`src/rtl/nice_merger.sv`:
```
// N-to-1 packet merger with packet-granular round-robin arbitration.
// Output beat is registered and tagged with its source port index.
module nice_merger #(
  parameter int NUM_PORTS = 4,
  parameter int DATA_W    = 32,
  localparam int SRC_W    = $clog2(NUM_PORTS)
) (
  input  logic                        clk,
  input  logic                        rst_n,
  input  logic [NUM_PORTS-1:0]        in_valid,
  output logic [NUM_PORTS-1:0]        in_ready,
  input  logic [NUM_PORTS*DATA_W-1:0] in_data,
  input  logic [NUM_PORTS-1:0]        in_last,
  output logic                        out_valid,
  input  logic                        out_ready,
  output logic [DATA_W-1:0]           out_data,
  output logic                        out_last,
  output logic [SRC_W-1:0]            out_src
);

  typedef enum logic {
    IDLE,
    LOCKED
  } state_e;

  localparam logic [SRC_W:0] NP =
    (SRC_W+1)'(NUM_PORTS);

  state_e               state_q;
  logic [SRC_W-1:0]     rr_ptr_q;
  logic [SRC_W-1:0]     lock_src_q;
  logic                 valid_q;
  logic [DATA_W-1:0]    data_q;
  logic                 last_q;
  logic [SRC_W-1:0]     src_q;

  logic [NUM_PORTS-1:0] grant;
  logic [SRC_W-1:0]     gnt_idx;
  logic                 gnt_found;
  logic [SRC_W:0]       scan;
  logic [SRC_W:0]       inc_w;
  logic [SRC_W-1:0]     rr_d;
  logic                 can_load;
  logic                 xfer;
  logic [DATA_W-1:0]    sel_data;
  logic                 sel_last;

  assign can_load = !valid_q || out_ready;
  assign in_ready = grant & {NUM_PORTS{can_load}};
  assign xfer     = |(in_valid & in_ready);
  assign sel_data = in_data[gnt_idx*DATA_W +: DATA_W];
  assign sel_last = in_last[gnt_idx];

  // Pointer to the port after the winner, wrapping at NUM_PORTS.
  assign inc_w = {1'b0, gnt_idx} + 1'b1;
  assign rr_d  = (inc_w == NP) ? '0 : inc_w[SRC_W-1:0];

  assign out_valid = valid_q;
  assign out_data  = data_q;
  assign out_last  = last_q;
  assign out_src   = src_q;

  // Grant: owner while locked, else first valid port from rr_ptr.
  always_comb begin
    grant     = '0;
    gnt_idx   = '0;
    gnt_found = 1'b0;
    scan      = {1'b0, rr_ptr_q};
    if (state_q == LOCKED) begin
      grant[lock_src_q] = 1'b1;
      gnt_idx           = lock_src_q;
    end else begin
      for (int k = 0; k < NUM_PORTS; k++) begin
        if (!gnt_found && in_valid[scan[SRC_W-1:0]]) begin
          gnt_found               = 1'b1;
          grant[scan[SRC_W-1:0]] = 1'b1;
          gnt_idx                 = scan[SRC_W-1:0];
        end
        scan = scan + 1'b1;
        if (scan == NP) scan = '0;
      end
    end
  end

  // Packet FSM, round-robin pointer and output register.
  always_ff @(posedge clk or negedge rst_n) begin
    if (!rst_n) begin
      state_q    <= IDLE;
      rr_ptr_q   <= '0;
      lock_src_q <= '0;
      valid_q    <= 1'b0;
      data_q     <= '0;
      last_q     <= 1'b0;
      src_q      <= '0;
    end else begin
      if (xfer) begin
        valid_q <= 1'b1;
        data_q  <= sel_data;
        last_q  <= sel_last;
        src_q   <= gnt_idx;
        unique case (state_q)
          IDLE: begin
            if (sel_last) begin
              rr_ptr_q <= rr_d;
            end else begin
              state_q    <= LOCKED;
              lock_src_q <= gnt_idx;
            end
          end
          LOCKED: begin
            if (sel_last) begin
              state_q  <= IDLE;
              rr_ptr_q <= rr_d;
            end
          end
          default: state_q <= IDLE;
        endcase
      end else if (out_ready) begin
        valid_q <= 1'b0;
      end
    end
  end

endmodule

```
`config.mk`:
```
export PLATFORM = sky130hd
export DESIGN_NAME = nice_merger
export DESIGN_NICKNAME = d
export VERILOG_FILES = /design/src/rtl/nice_merger.sv
export SDC_FILE = /design/constraint.sdc
export NUM_CORES = 1
export LEC_CHECK = 0
export CAP_MARGIN = 10
export CORE_ASPECT_RATIO = 1.5
export CORE_MARGIN = 2
export CORE_UTILIZATION = 35
export CTS_BUF_LIST = sky130_fd_sc_hd__clkbuf_16
export CTS_CLUSTER_SIZE = 30
export DETAILED_ROUTE_END_ITERATION = 10
export PLACE_DENSITY = 0.72
export RECOVER_POWER = 50
export SYNTH_ARGS = -nofsm -noshare
export SYNTH_HDL_FRONTEND = slang
export SYNTH_SLANG_ARGS = --single-unit
```
`constraint.sdc`:
```
create_clock -name clk -period 6.76 [get_ports clk]
set_clock_uncertainty 0.05 [all_clocks]
set_input_delay 1.014 -clock clk [delete_from_list [all_inputs] [get_ports clk]]
set_output_delay 1.014 -clock clk [all_outputs]
set_load 0.01 [all_outputs]
```
=== Yosys cells after proc, flatten, opt, wreduce, memory -nomap -nowiden ===
Index checks and enable logic that the tools add are counted.

* $add $sub $neg: 4
* $mul: 0
* Div/mod/pow operators: 0
* $lt $le $gt $ge: 11
* Eq/ne operators: 4
* Shift-type cells: 1
* Mux-type cells: 50
* Bitwise gates (word level): 7
* Reductions and logical operators: 17

{| class="wikitable"
|+ Operator list
! cell !! count
|-
| $shiftx 128x8->32 || 1
|-
| $mux 4 || 8
|-
| $mux 1 || 19
|-
| $lt 2x3->1 const B || 6
|-
| $mux 2 || 9
|-
| $eq 3x3->1 const B || 4
|-
| $mux 3 || 4
|-
| $or 4x4->4 || 3
|-
| $bmux 1 s2 || 5
|-
| $demux 1 s2 || 5
|-
| $ge 2x1->1 const B || 5
|-
| $and 4x4->4 || 2
|-
| $logic_and 1x1->1 || 8
|-
| $add 2x1->3 const B || 2
|-
| $add 3x1->3 const B || 2
|-
| $logic_not 1->1 || 4
|-
| $reduce_or 4->1 || 1
|-
| $reduce_and 3->1 || 1
|-
| $not 1->1 || 2
|-
| $reduce_and 2->1 || 1
|-
| $reduce_bool 2->1 || 1
|-
| $logic_or 1x1->1 || 1
|}

* Register bits: 41
* Bits in latches: 0
* Bits in writable memories: 0
* ROM bits: 0
* Input port bits: 139
* Output and inout port bits: 40
* Logic and storage cells: 101
* Memories: 0

=== Longest topological paths before layout ===
* Depth in word-level cells: 23
* Mapped depth: 15
* Mapped depth without buffers: 10

=== Worst setup path after synthesis ===
OpenSTA, ideal clock, no wires.

* Kind: flip-flop to output port
* From: register rr_ptr_q[0]
* To: output in_ready[0]
* Arrival: 2.473 ns
* Required time: 5.696 ns
* Path slack: 3.223 ns
* Stages on the path, launching flop included: 12
* Buffers on the path: 2
* Cell sequence: dfrtp_1 buf_4 inv_2 ha_1 buf_6 or4b_1 a21oi_1 o211a_1 a221o_1 o21a_1 nor2_1 nor2_1

* Longest elaborated chain between the ends: 20
* Elaborated cells on any way between the ends: 64
* Those cells by class: add/sub (3); order compare (8); eq/ne (3); mux (36); bitwise (4); reduce/logical (10)

{| class="wikitable"
|+ Ends and longest elaborated chain
! item !! RTL line !! RTL
|-
| start, declared || 30 || <nowiki>logic [SRC_W-1:0] rr_ptr_q;</nowiki>
|-
| start signal, assigned || 104 || <nowiki>rr_ptr_q <= rr_d;</nowiki>
|-
| start signal, assigned || 113 || <nowiki>rr_ptr_q <= rr_d;</nowiki>
|-
| $add 2x1->3 || 79 || <nowiki>scan = scan + 1'b1;</nowiki>
|-
| $eq 3x3->1 || 80 || <nowiki>if (scan == NP) scan = '0;</nowiki>
|-
| $mux 3 || 80 ||
|-
| $mux 3 || 69 || <nowiki>if (state_q == LOCKED) begin</nowiki>
|-
| $add 3x1->3 || 79 ||
|-
| $eq 3x3->1 || 80 ||
|-
| $mux 3 || 80 ||
|-
| $mux 3 || 69 ||
|-
| [4 not listed] || - ||
|-
| $lt 2x3->1 (implied by the code) / $ge 2x1->1 (equally long branches) || 76 || <nowiki>grant[scan[SRC_W-1:0]] = 1'b1;</nowiki>
|-
| $logic_and 1x1->1 (implied by the code) || 76 ||
|-
| $mux 1 (implied by the code) || 76 ||
|-
| $demux 1 s2 || 76 ||
|-
| $or 4x4->4 (no line) || - ||
|-
| $mux 4 * || 74 || <nowiki>if (!gnt_found && in_valid[scan[SRC_W-1:0]]) begin</nowiki>
|-
| $mux 4 * || 69 ||
|-
| $and 4x4->4 * || 49 || <nowiki>assign in_ready = grant & {NUM_PORTS{can_load}};</nowiki>
|-
| end, declared || 11 || <nowiki>output logic [NUM_PORTS-1:0] in_ready,</nowiki>
|}

Mark *: on every way between the ends. The rest lies on a longest branch, timed or not. The select of a mux whose other input is x is not followed.

=== Worst setup path in the final report ===
Same ends and word-level chain as after synthesis.

==> impl_results.rst <==
.. list-table::
   :header-rows: 1

   * - Metric
     - Value
   * - Worst min-delay path category
     - register to register
   * - Die Ht
     - approximately 130 um
   * - Root Driver
     - sky130_fd_sc_hd__clkbuf_16
   * - Worst slew margin relative to its limit
     - -0.482
   * - Starting utilization of the core area
     - 0.357
   * - Global router's overall resource usage
     - 0.203
   * - Post-CTS Hold Buffers
     - 0
   * - Total Neg Setup Slack
     - 0 ps
   * - Clock-pin slew on the worst setup and hold paths
     - ~60 ps
   * - Startpoint of the tightest hold check path
     - out_data[19]$_DFFE_PN0P_
   * - Diodes inserted
     - 0
   * - Maximum clock frequency
     - 200 MHz
   * - Synthesized area divided by synthesized cell count
     - approximately 8.6 sq um
   * - Number of global-route vias before repair
     - about 3,600
   * - Area fraction of the dominant cell type after synthesis
     - 0.298
   * - RSZ-0062 raised after global routing
     - no
   * - Fraction of final layout cells sized beyond drive strength 1
     - 0.0958
   * - Routed Antenna Nets
     - 0
   * - Total length of routed wires
     - around 11,000 um
   * - Detailed-route via count
     - around 3,600
   * - Sequential area share after synthesis
     - 0.298
   * - Power per unit of standard cell area
     - between 500 and 600 nW/um^2
   * - Max-cap violation count
     - 1
   * - Number of port buffers
     - approximately 180
   * - Main synth FF type
     - sky130_fd_sc_hd__dfrtp_1
   * - Number of cells produced by synthesis
     - 398
   * - Part of the cycle the worst path needs
     - 0.739
   * - Post-layout minimum cycle time
     - 4990 ps
   * - Number of filler cells placed in the layout
     - around 900
   * - H-tree levels
     - 2
   * - CORE AREA
     - between 9000 and 10,000 sq um
   * - Post-detailed-placement half-perimeter wirelength
     - between 8000 and 9000 um
   * - Worst Setup End Kind
     - output pin
   * - Clock tree sinks
     - 41
   * - Ports placed on the boundary
     - approximately 180
   * - Largest area contributor in the synthesized netlist
     - sky130_fd_sc_hd__dfrtp_1
   * - Overflow left after global routing
     - 0
   * - Number of enable flip-flop cells after synthesis
     - 0
   * - Leak pwr
     - roughly 2.1 nW
   * - Row count
     - 44
   * - Share of flip-flops with an asynchronous set or reset
     - 1.00
   * - Worst Hold Depth
     - 1
   * - Setup crit start
     - rr_ptr_q[0]$_DFFE_PN0P_
   * - Largest net degree at the start of global routing
     - 66
   * - Reg2reg end
     - lock_src_q[1]$_DFFE_PN0P_
   * - Count of unique library cells instantiated by Yosys
     - approximately 60
   * - Deepest clock path buffer count
     - 2
   * - Seq cells post-synth
     - 41
   * - Pin slew with the least headroom to its limit
     - 2220 ps
   * - Max IR drop VDD
     - 0.000310 V
   * - Data arrival time at the worst-slack endpoint
     - roughly 4000 ps
   * - Result of the run
     - complete, but fails checks
   * - Hold Violations, Final
     - 0
   * - Area used by sequential logic in the layout
     - 1030 sq um
   * - Endpoint required time on the critical path
     - 5700 ps
   * - Final routed DRC violation total
     - 0
   * - Post-Synthesis Net Count
     - between 500 and 600
   * - Hold Path End
     - out_data[19]$_DFFE_PN0P_
   * - Initial antenna violation count
     - 0
   * - CTS tree
     - done
   * - Number of buffers added by the clock tree synthesis step
     - 5
   * - Cell Area, Placed
     - roughly 5200 sq um
   * - Post-CTS setup buffer count
     - 0
   * - Flop-to-flop setup slack
     - 2030 ps
   * - # resized after CTS
     - 0
   * - First-pass DRT Iterations
     - 4
   * - Final max-slew violation count
     - 42
   * - Area Growth Syn to Fin
     - 56.2%
   * - Iteration-0 DRC Markers
     - approximately 110
   * - CP Launch Type
     - register
   * - Detailed-route wire length per cell
     - around 16 um
   * - Net total in the final layout
     - 696
   * - Synth top area cells
     - sky130_fd_sc_hd__dfrtp_1, sky130_fd_sc_hd__nand2_1, sky130_fd_sc_hd__mux2_2
   * - Final count of negative-setup-slack endpoints
     - 0
   * - Die extent in x
     - roughly 85 um
   * - Failing checks
     - max-capacitance violations, max-slew violations
   * - Die ar.
     - between 10,000 and 15,000 sq um
   * - Startpoint of the worst-slack reg-to-reg timing path
     - rr_ptr_q[0]$_DFFE_PN0P_
   * - Critical path start-end classification
     - register to output pin
   * - Synth Cell Area
     - approximately 3400 sq um
   * - Number of warning messages in the yosys log
     - 0
   * - Highest net fanout along the worst path
     - 22
   * - Clk_lat worst skew
     - between 200 and 300 ps
   * - Final weighted congestion of routability-driven global placement
     - 0.883
   * - Area of the multi-input gates
     - about 2200 sq um
   * - Number of cells on the worst reg-to-reg path
     - 10
   * - Final Cell Area
     - 5370 sq um
   * - Wire length of the first global-routing pass
     - 17,400 um
   * - Per-cell via count in the routed design
     - 5.41
-- cells in the mapped netlist, types with 3 or more instances --
cell	instances
sky130_fd_sc_hd__mux2_4	5
sky130_fd_sc_hd__mux2_1	8
sky130_fd_sc_hd__o21a_1	4
sky130_fd_sc_hd__a211oi_1	32
sky130_fd_sc_hd__buf_6	3
sky130_fd_sc_hd__a221o_1	3
sky130_fd_sc_hd__a21oi_1	9
sky130_fd_sc_hd__nor2_1	12
sky130_fd_sc_hd__o21ai_0	5
sky130_fd_sc_hd__buf_2	21
sky130_fd_sc_hd__nand3_1	5
sky130_fd_sc_hd__mux2_2	25
sky130_fd_sc_hd__mux2i_1	5
sky130_fd_sc_hd__clkbuf_1	8
sky130_fd_sc_hd__dfrtp_1	41
sky130_fd_sc_hd__ha_1	5
sky130_fd_sc_hd__nor2b_1	35
sky130_fd_sc_hd__inv_1	6
sky130_fd_sc_hd__nand2_1	81
sky130_fd_sc_hd__nand3b_1	3
sky130_fd_sc_hd__a31oi_1	33
-- area by class of cell --
type                       count  area share
timing repair buffer         181       0.337
tap                          115      0.0268
clock buffer                   5      0.0233
clock inverter                 3     0.00256
multi-input combinational    316       0.415
inverter                       7     0.00489
sequential                    41       0.191
-- where the power goes --
group | switching [mW] | internal [mW]
Combinational | 1.04 | 0.970
Sequential | 0.106 | 0.390
Clock | 0.0925 | 0.134
-- cells in the final DEF, fill, tap and decap left out, types with 2 or more instances in the layout --
| master | n |
|---|---|
| sky130_fd_sc_hd__a31oi_1 | 33 |
| sky130_fd_sc_hd__ha_1 | 5 |
| sky130_fd_sc_hd__nor3_1 | 2 |
| sky130_fd_sc_hd__nor4b_1 | 2 |
| sky130_fd_sc_hd__o21ai_0 | 5 |
| sky130_fd_sc_hd__mux2i_1 | 5 |
| sky130_fd_sc_hd__buf_4 | 2 |
| sky130_fd_sc_hd__o21a_1 | 4 |
| sky130_fd_sc_hd__nand3_1 | 5 |
| sky130_fd_sc_hd__nor2b_1 | 35 |
| sky130_fd_sc_hd__a21oi_1 | 9 |
| sky130_fd_sc_hd__mux4_2 | 2 |
| sky130_fd_sc_hd__and2_1 | 2 |
| sky130_fd_sc_hd__mux2_1 | 8 |
| sky130_fd_sc_hd__a221o_1 | 3 |
| sky130_fd_sc_hd__a21o_1 | 2 |
| sky130_fd_sc_hd__mux2_2 | 25 |
| sky130_fd_sc_hd__a211oi_1 | 32 |
| sky130_fd_sc_hd__nand2_1 | 81 |
| sky130_fd_sc_hd__nand4bb_1 | 2 |
| sky130_fd_sc_hd__dfrtp_1 | 41 |
| sky130_fd_sc_hd__clkbuf_16 | 5 |
| sky130_fd_sc_hd__inv_1 | 7 |
| sky130_fd_sc_hd__nor2_1 | 12 |
| sky130_fd_sc_hd__clkinv_2 | 2 |
| sky130_fd_sc_hd__nand4b_1 | 2 |
| sky130_fd_sc_hd__nand2b_1 | 2 |
| sky130_fd_sc_hd__mux2_4 | 5 |
| sky130_fd_sc_hd__or4bb_1 | 2 |
| sky130_fd_sc_hd__clkdlybuf4s50_1 | 157 |
| sky130_fd_sc_hd__nand3b_1 | 3 |
| sky130_fd_sc_hd__dlygate4sd3_1 | 20 |
-- sequential cells by signal, summed over array words and instances, names as in the netlist --
register / flops
rr_ptr_q: 2
state_q: 1
out_last: 1
out_data: 32
out_valid: 1
lock_src_q: 2
out_src: 2
-- critical path, cell delays in order, from the launching register on --
cell and delay (ps):
sky130_fd_sc_hd__dfrtp_1 740, sky130_fd_sc_hd__inv_2 190, sky130_fd_sc_hd__ha_1 770, sky130_fd_sc_hd__or4bb_1 530, sky130_fd_sc_hd__a21oi_1 280, sky130_fd_sc_hd__o211a_1 210, sky130_fd_sc_hd__a221o_1 140, sky130_fd_sc_hd__o21a_1 130
sky130_fd_sc_hd__nor2_1 30, sky130_fd_sc_hd__nor2_1 90, sky130_fd_sc_hd__clkdlybuf4s50_1 540
-- metal layers --
metal | global-route usage | part of all wire
met5 | 0 | 0
met2 | 0.384 | 0.54
met3 | 0.0508 | 0.072
met4 | 0.0784 | 0.032
met1 | 0.209 | 0.35
-- worst max path at each step --
stage	cells after the start	to	slack, ps
2_1_floorplan	11	in_ready[0]	3220
3_3_place_gp	9	lock_src_q[1]$_DFFE_PN0P_	2030
3_5_place_dp	9	in_ready[0]	2000
4_1_cts	10	in_ready[0]	1780
5_1_grt	10	in_ready[0]	1530
6_report	10	in_ready[0]	1770
-- through the flow --
step / util / worst slack, ps / hold WS (ps) / total power [mW] / std cells
finish: 0.558 / 1770 / 433 / 2.73 / 668
global route: 0.558 / 1530 / 462 / 2.98 / 668
CTS: 0.558 / 1780 / 442 / 2.79 / 668
detailed placement: 0.543 / 2000 / 429 / 2.55 / 660
global placement: 0.543 / 2030 / 418 / 2.51 / 660
floorplan: - / 3220 / 479 / 1.94 / 398
-- kinds of logic after synthesis --
logic type | Yosys count | synth area share
flip-flops | 41 | 0.298
adder cells (fa/ha/maj) | 5 | 0.0182
multiplexers | 46 | 0.164
AO/OA/AOI/OAI | 106 | 0.220
AND/OR/NAND/NOR | 158 | 0.235
XOR/XNOR | 1 | 0.00255
buffers and inverters | 41 | 0.0611
Power figures use the tool's default switching activity.
